===== src/rtl/nr_mem_pkg.sv =====
// rtl/nr_mem_pkg.sv - shared types and constants for the nanoRisk RAM arbiter
package nr_mem_pkg;

  localparam int DEF_AW = 8;
  localparam int DEF_DW = 8;

  localparam logic OWN_FETCH = 1'b0;
  localparam logic OWN_DATA  = 1'b1;

  typedef enum logic [1:0] {
    IDLE  = 2'd0,
    WRITE = 2'd1,
    READ  = 2'd2,
    ACK   = 2'd3
  } state_e;

endpackage


===== src/rtl/nr_rr_pick2.sv =====
// rtl/nr_rr_pick2.sv - combinational two-way round-robin pick
module nr_rr_pick2 (
  input  logic req0,
  input  logic req1,
  input  logic last,
  output logic gnt,
  output logic valid,
  output logic conflict
);

  always_comb begin
    valid    = req0 | req1;
    conflict = req0 & req1;
    // On a tie the requester that did not win last time goes first
    if (conflict) gnt = ~last;
    else          gnt = req1;
  end

endmodule


===== src/rtl/nr_mem_arbiter.sv =====
// rtl/nr_mem_arbiter.sv - fetch/data arbiter and access sequencer for the shared RAM
module nr_mem_arbiter
  import nr_mem_pkg::*;
#(
  parameter int AW     = DEF_AW,
  parameter int DW     = DEF_DW,
  parameter int RD_LAT = 1
) (
  input  logic          clk,
  input  logic          clr,
  input  logic          f_req,
  input  logic [AW-1:0] f_adr,
  output logic [DW-1:0] f_rdata,
  output logic          f_ack,
  input  logic          d_req,
  input  logic          d_we,
  input  logic [AW-1:0] d_adr,
  input  logic [DW-1:0] d_wdata,
  output logic [DW-1:0] d_rdata,
  output logic          d_ack,
  output logic [DW-1:0] mem_in,
  output logic [AW-1:0] mem_adrin,
  output logic [AW-1:0] mem_adrout,
  output logic          mem_canWr,
  output logic          mem_canRd,
  input  logic [DW-1:0] mem_out,
  output logic          busy,
  output logic          owner,
  output logic [7:0]    conflicts
);

  localparam int CW = (RD_LAT > 1) ? $clog2(RD_LAT) : 1;

  state_e        state_q, state_d;
  logic          owner_q, owner_d;
  logic [7:0]    conflicts_q, conflicts_d;
  logic [CW-1:0] rd_cnt_q, rd_cnt_d;
  logic [DW-1:0] f_rdata_q, f_rdata_d;
  logic [DW-1:0] d_rdata_q, d_rdata_d;
  logic [DW-1:0] mem_in_q, mem_in_d;
  logic [AW-1:0] mem_adrin_q, mem_adrin_d;
  logic [AW-1:0] mem_adrout_q, mem_adrout_d;

  logic pick_gnt, pick_valid, pick_conflict;
  logic gnt_we, rd_last;

  nr_rr_pick2 u_pick (
    .req0     (f_req),
    .req1     (d_req),
    .last     (owner_q),
    .gnt      (pick_gnt),
    .valid    (pick_valid),
    .conflict (pick_conflict)
  );

  // Fetch port is read-only, so only a data grant can become a write
  assign gnt_we  = (pick_gnt == OWN_DATA) & d_we;
  assign rd_last = (rd_cnt_q == CW'(RD_LAT - 1));

  always_ff @(posedge clk) begin
    if (clr) begin
      state_q      <= IDLE;
      owner_q      <= OWN_DATA;
      conflicts_q  <= '0;
      rd_cnt_q     <= '0;
      f_rdata_q    <= '0;
      d_rdata_q    <= '0;
      mem_in_q     <= '0;
      mem_adrin_q  <= '0;
      mem_adrout_q <= '0;
    end else begin
      state_q      <= state_d;
      owner_q      <= owner_d;
      conflicts_q  <= conflicts_d;
      rd_cnt_q     <= rd_cnt_d;
      f_rdata_q    <= f_rdata_d;
      d_rdata_q    <= d_rdata_d;
      mem_in_q     <= mem_in_d;
      mem_adrin_q  <= mem_adrin_d;
      mem_adrout_q <= mem_adrout_d;
    end
  end

  always_comb begin
    state_d = state_q;
    case (state_q)
      IDLE:    if (pick_valid) state_d = gnt_we ? WRITE : READ;
      WRITE:   state_d = ACK;
      READ:    if (rd_last) state_d = ACK;
      ACK:     state_d = IDLE;
      default: state_d = IDLE;
    endcase
  end

  always_comb begin
    owner_d      = owner_q;
    conflicts_d  = conflicts_q;
    rd_cnt_d     = rd_cnt_q;
    f_rdata_d    = f_rdata_q;
    d_rdata_d    = d_rdata_q;
    mem_in_d     = mem_in_q;
    mem_adrin_d  = mem_adrin_q;
    mem_adrout_d = mem_adrout_q;
    if (state_q == IDLE) begin
      if (pick_conflict && conflicts_q != 8'hFF) conflicts_d = conflicts_q + 8'd1;
      if (pick_valid) begin
        owner_d = pick_gnt;
        if (gnt_we) begin
          mem_adrin_d = d_adr;
          mem_in_d    = d_wdata;
        end else begin
          mem_adrout_d = (pick_gnt == OWN_DATA) ? d_adr : f_adr;
        end
      end
    end else if (state_q == READ) begin
      if (rd_last) begin
        rd_cnt_d = '0;
        if (owner_q == OWN_DATA) d_rdata_d = mem_out;
        else                     f_rdata_d = mem_out;
      end else begin
        rd_cnt_d = rd_cnt_q + CW'(1);
      end
    end
  end

  always_comb begin
    mem_canWr  = (state_q == WRITE);
    mem_canRd  = (state_q == READ);
    f_ack      = (state_q == ACK) && (owner_q == OWN_FETCH);
    d_ack      = (state_q == ACK) && (owner_q == OWN_DATA);
    busy       = (state_q != IDLE);
    owner      = owner_q;
    conflicts  = conflicts_q;
    f_rdata    = f_rdata_q;
    d_rdata    = d_rdata_q;
    mem_in     = mem_in_q;
    mem_adrin  = mem_adrin_q;
    mem_adrout = mem_adrout_q;
  end

endmodule


===== config.mk =====
export PLATFORM = sky130hd
export DESIGN_NAME = nr_mem_arbiter
export DESIGN_NICKNAME = d
export VERILOG_FILES = /design/src/rtl/nr_mem_pkg.sv /design/src/rtl/nr_rr_pick2.sv /design/src/rtl/nr_mem_arbiter.sv
export SDC_FILE = /design/constraint.sdc
export NUM_CORES = 1
export LEC_CHECK = 0
export CAP_MARGIN = 10
export CORE_MARGIN = 4
export CORE_UTILIZATION = 42
export DETAILED_ROUTE_END_ITERATION = 8
export GPL_TIMING_DRIVEN = 0
export PLACE_DENSITY = 0.79
export SYNTH_ARGS = -nofsm -noshare
export SYNTH_HDL_FRONTEND = slang
export SYNTH_HIERARCHICAL = 1
export SYNTH_SLANG_ARGS = --single-unit

===== constraint.sdc =====
create_clock -name clk -period 1.9 [get_ports clk]
set_input_delay 0.38 -clock clk [delete_from_list [all_inputs] [get_ports clk]]
set_output_delay 0.38 -clock clk [all_outputs]
set_load 0.005 [all_outputs]

# Word level (Yosys, flattened, before mapping)
# Index checks and enable logic that the tools add are counted.
# word_totals
register_bits	52
in_bits	37
output_inout_bits	54
word_cells	44
# classes
addsub	2
n_eq_ne	6
n_mux	7
n_bitwise	7
reduce_logical	13
# ops
op	n
adder 8 x 1 -> 8 bit (second input constant)	1
2-to-1 mux 8 bit	1
!= test 8 bit (second input constant)	1
one-hot mux 2 bit (4 select lines)	1
AND reduction 2 bit	4
AND reduction 4 bit	2
2-to-1 mux 2 bit	3
AND reduction 3 bit	2
== test 2 bit (second input constant)	2
!= test 2 bit (second input constant)	2
NOT 1 bit	4
logical AND 1 bit	3
AND 1 bit	2
== test 2 x 1 -> 1 bit (second input constant)	1
zero test 2 bit	1
2-to-1 mux 1 bit	2
nonzero test 2 bit	1
adder 1 bit (second input constant)	1
bitwise OR 1 bit	1

# Logic depth before layout (Yosys ltp)
# logic_depth
depth_word	6
mapped_depth	7
depth_no_buf	5

# By module
# Netlist, hierarchy kept.
# by_module_without_submodules
mod	n_inst	cells_per_inst	area_per_inst_um2	seq_area_each_um2
nr_mem_arbiter	1	232	2145.8	1021.0
nr_rr_pick2	1	3	25.0	0.0

# Least setup slack after synthesis
# OpenSTA, ideal clock, no wires.
# synth_path
path_kind	reg-to-reg
startpoint	reg state_q[0]
endpoint	reg f_rdata_q[7] (netlist: f_rdata[7])
setup_ns	0.128
t_arrival_ns	1.343
required_time_ns	1.772
slack_ns	0.430
path_stages_with_launch	8
n_path_buf	2
synth_period_minus_slack_ns	1.470
cell_sequence	dfxtp_1 > inv_1 > ha_1 > buf_6 > nor3b_1 > buf_4 > mux2i_1 > nor2_1
# synth_via
elab_chain_cells	3
elab_cells_between_ends	4
classes_between	1 x eq/ne; 1 x bitwise; 2 x reduce/logical
# synth_rtl
element	line	text
start: declaration	nr_mem_arbiter.sv:34	state_e state_q, state_d;
start signal: assignment	nr_mem_arbiter.sv:72	state_q <= state_d;
zero test 2 bit	nr_mem_arbiter.sv:104	if (state_q == IDLE) begin
NOT 1 bit (no line)	-	
AND reduction 4 bit (no line) (*)	-	
end signal: assignment	nr_mem_arbiter.sv:76	f_rdata_q <= f_rdata_d;
end: declaration	nr_mem_arbiter.sv:38	logic [DW-1:0] f_rdata_q, f_rdata_d;
# Mark *: on every way between the ends. The rest lies on a longest branch, timed or not.
# A chain may end at the register's enable or synchronous reset.

# Worst setup path after layout
# layout_path
startpoint	reg state_q[0]
endpoint	out busy
# layout_via
elab_chain_cells	1
# layout_rtl
element	line	text
nonzero test 2 bit	nr_mem_arbiter.sv:131	busy = (state_q != IDLE);
end: declaration	nr_mem_arbiter.sv:27	output logic busy,
# Every way passes these cells.

==> summary.md <==
| Metric | Value |
|---|---|
| Iter 0 DRT Violations | `106` |
| CTS Buffer Depth | `2` |
| Min Hold Slack | `0.431 ns` |
| Hold Crit Class | `in -> reg` |
| Main synth FF type | `dfxtp_1` |
| Power density over the cells | `783 nW/um2` |
| CTS Root Cell | `clkbuf_8` |
| Mean routed wirelength per cell | `14.2 um` |
| Syn_area_per_cell | `slightly above 9 um2` |
| Top cell type's share of synthesized area | `47.0%` |
| Yosys warning count | `6` |
| Clock Pin Slew Worst Setup and Hold Paths | `0.09 ns` |
| CP startpoint kind | `flop` |
| Status | `complete, no violations` |
| Fraction of layout cells with a size suffix above 1 | `10.2%` |
| Post-synthesis register bit count | `51` |
| Max Cap Viol | `0` |
| Crit path launch | `state_q[0]` |
| Unrepaired setup endpoints after global routing | `false` |
| Post-detail-place hpwl | `4150 um` |
| GRT Total Usage | `between 10% and 20%` |
| Seq/Total Area, Yosys | `47.0%` |
| Post-synth EDFFs | `0` |
| Least-Margin Pin Slew | `0.458 ns` |
| Drt total wl | `5690 um` |
| Layout Area Growth over Synthesis | `51.6%` |
| Row cnt | `25` |
| Reg2Reg Depth | `7` |
| Worst-Skew Late Latency | `0.30 ns` |
| # IOs | `91` |
| Diodes inserted | `0` |
| Crit path time final | `1.76 ns` |
| Critical path peak fanout | `10` |
| Fin crit share | `92.9%` |
| Final instance area | `3290 um2` |
| Hold depth | `3` |
| Via count | `2030` |
| Number of nets with antenna violations after routing | `0` |
| Final Hold Viols | `0` |
| Min-delay src | `clr` |
| Num CTS Buffers | `5` |
| Placed cell area | `3150 um2` |
| Pre-Repair DR Iteration Count | `4` |
| Critical Path RT | `1.52 ns` |
| Synth Instances | `about 240` |
| Crit Path Category | `reg -> out` |
| Synth top area cells | `dfxtp_1, mux2i_1, a21oi_1` |
| Worst VDD drop | `0.449 mV` |
| Port bufs | `89` |
| Overflow after GRT | `0` |
| Effective utilization at floorplan | `~45%` |
| DIE AREA | `6380 um2` |
| Max Slew Vio Count | `0` |
| Count of final setup violators | `0` |
| CTS tree | `done` |
| P_leak | `roughly 1.3 nW` |
| Largest net degree at the start of global routing | `16` |
| H-tree depth | `2` |
| Critical path arrival | `1.38 ns` |
| Placer Congestion | `roughly 0.77` |
| Area leader, netlist | `dfxtp_1` |
| Register-to-register setup slack | `0.33 ns` |
| Die height | `79.9 um` |
| Setup Skew | `0.00407 ns` |
| Core area | `4850 um2` |
| Chip width | `79.9 um` |
| Routed vias/inst | `5.06` |
| Crit. End Element | `output pin` |
| Highest Clock Rate | `0.567 GHz` |
| Critical R2R Launch | `state_q[0]` |
| Nets | `375` |
| # DRC | `0` |
| Post-synth cell types | `37` |
| First-pass GRT wire length | `between 9000 and 10000 um` |
| Total power | `2.58 mW` |
| Post-Syn Area | `2170 um2` |
| Post-layout util | `67.9%` |
| Ys async rst share | `0%` |
| Vias in the first global route | `around 2000` |
| Initial antenna violation count | `0` |
| Max-slew headroom | `69.5%` |
| Clock sink count | `51` |
| Post-synth net total | `277` |
==> cells in the final DEF (no fill, tap or decap), types with 4 or more instances in the layout <==
| cell | Yosys | routed |
|---|---|---|
| nor2_1 | 17 | 17 |
| ha_1 | 5 | 5 |
| nand2_1 | 36 | 36 |
| clkdlybuf4s50_1 | 0 | 85 |
| clkbuf_1 | 5 | 5 |
| a211oi_1 | 9 | 9 |
| nor3_1 | 4 | 4 |
| dfxtp_1 | 51 | 48 |
| mux2i_1 | 25 | 25 |
| a21oi_1 | 30 | 30 |
| inv_1 | 4 | 4 |
| buf_4 | 3 | 5 |
| clkbuf_8 | 0 | 6 |
| buf_2 | 5 | 5 |
| and2_1 | 4 | 4 |
==> flip-flops by register name, indices dropped and copies added (netlist names) <==
| name | count |
|---|---|
| mem_adrin | 8 |
| d_rdata | 8 |
| mem_in | 8 |
| f_rdata | 8 |
| owner | 1 |
| mem_adrout | 8 |
| state_q | 2 |
| conflicts | 8 |
==> cell type report <==
type                    count  area, um2
repair buffers             91        913
flip-flops and latches     51       1020
inverters                   4       15.0
well taps                  67       83.8
plain buffers              15       88.8
multi-input cells         165       1050
fillers                   400       1560
clock inverters             2       35.0
clock buffers               6       82.6
==> synth_stat cells, types with 4 or more instances <==
library cell	instances
dfxtp_1	51
nand2_1	36
a21oi_1	30
mux2i_1	25
nor2_1	17
a211oi_1	9
buf_2	5
clkbuf_1	5
ha_1	5
and2_1	4
inv_1	4
nor2b_1	4
nor3_1	4
==> per-layer routing <==
metal,global-route usage (%),vias to the layer above,share of wire [%]
met5,0,-,0
li1,-,1020,-
met2,30.5,79,48
met3,7.67,7,9.5
met4,5.07,0,1.3
met1,20.8,924,41
==> worst paths after layout <==
| path | endpoint |
|---|---|
| max reg2reg | f_rdata[5] |
| min | conflicts[1] |
| min reg2reg | mem_in[2] |
| max | busy |
==> timing repair <==
item / CTS / global route
hold buffers: 0 / 0
buffers inserted: 1 / 1
pin swaps: 1 / 0
hold endpoints to repair: 0 / 0
setup endpoints to repair: 13 / 4
gates resized for setup: 4 / 5
==> per-stage QoR <==
| step | instances | setup WS (ns) | TNS [ns] |
|---|---|---|---|
| after floorplan | 235 | 0.430 | 0 |
| after global routing | 401 | 0.00388 | 0 |
| after global placement | 391 | -0.327 | -4.32 |
| final | 401 | 0.136 | 0 |
| after CTS | 400 | 0.0172 | 0 |
| after detailed placement | 391 | -0.373 | -5.31 |
==> cell families after synthesis <==
logic type,Yosys count,synth area share (%)
buf+inv,19,4.78
mux,26,12.0
fa+ha+maj,5,2.88
compound gates,47,13.4
simple gates,87,19.9
flops,51,47.0
==> worst max-delay path, cell delays in order (launching register included) <==
cell and delay [ns]:
dfxtp_2 0.36, inv_1 0.06, ha_1 0.23, buf_6 0.15
inv_1 0.07, clkdlybuf4s15_1 0.22
==> report_power, final <==
part / switching (mW) / leakage, nW / internal, mW / total, mW
sequential: 0.0543 / 0.415 / 1.15 / 1.20
clock: 0.349 / 0.0612 / 0.426 / 0.775
combinational: 0.253 / 0.818 / 0.348 / 0.601
(Power assumes the default switching activity.)
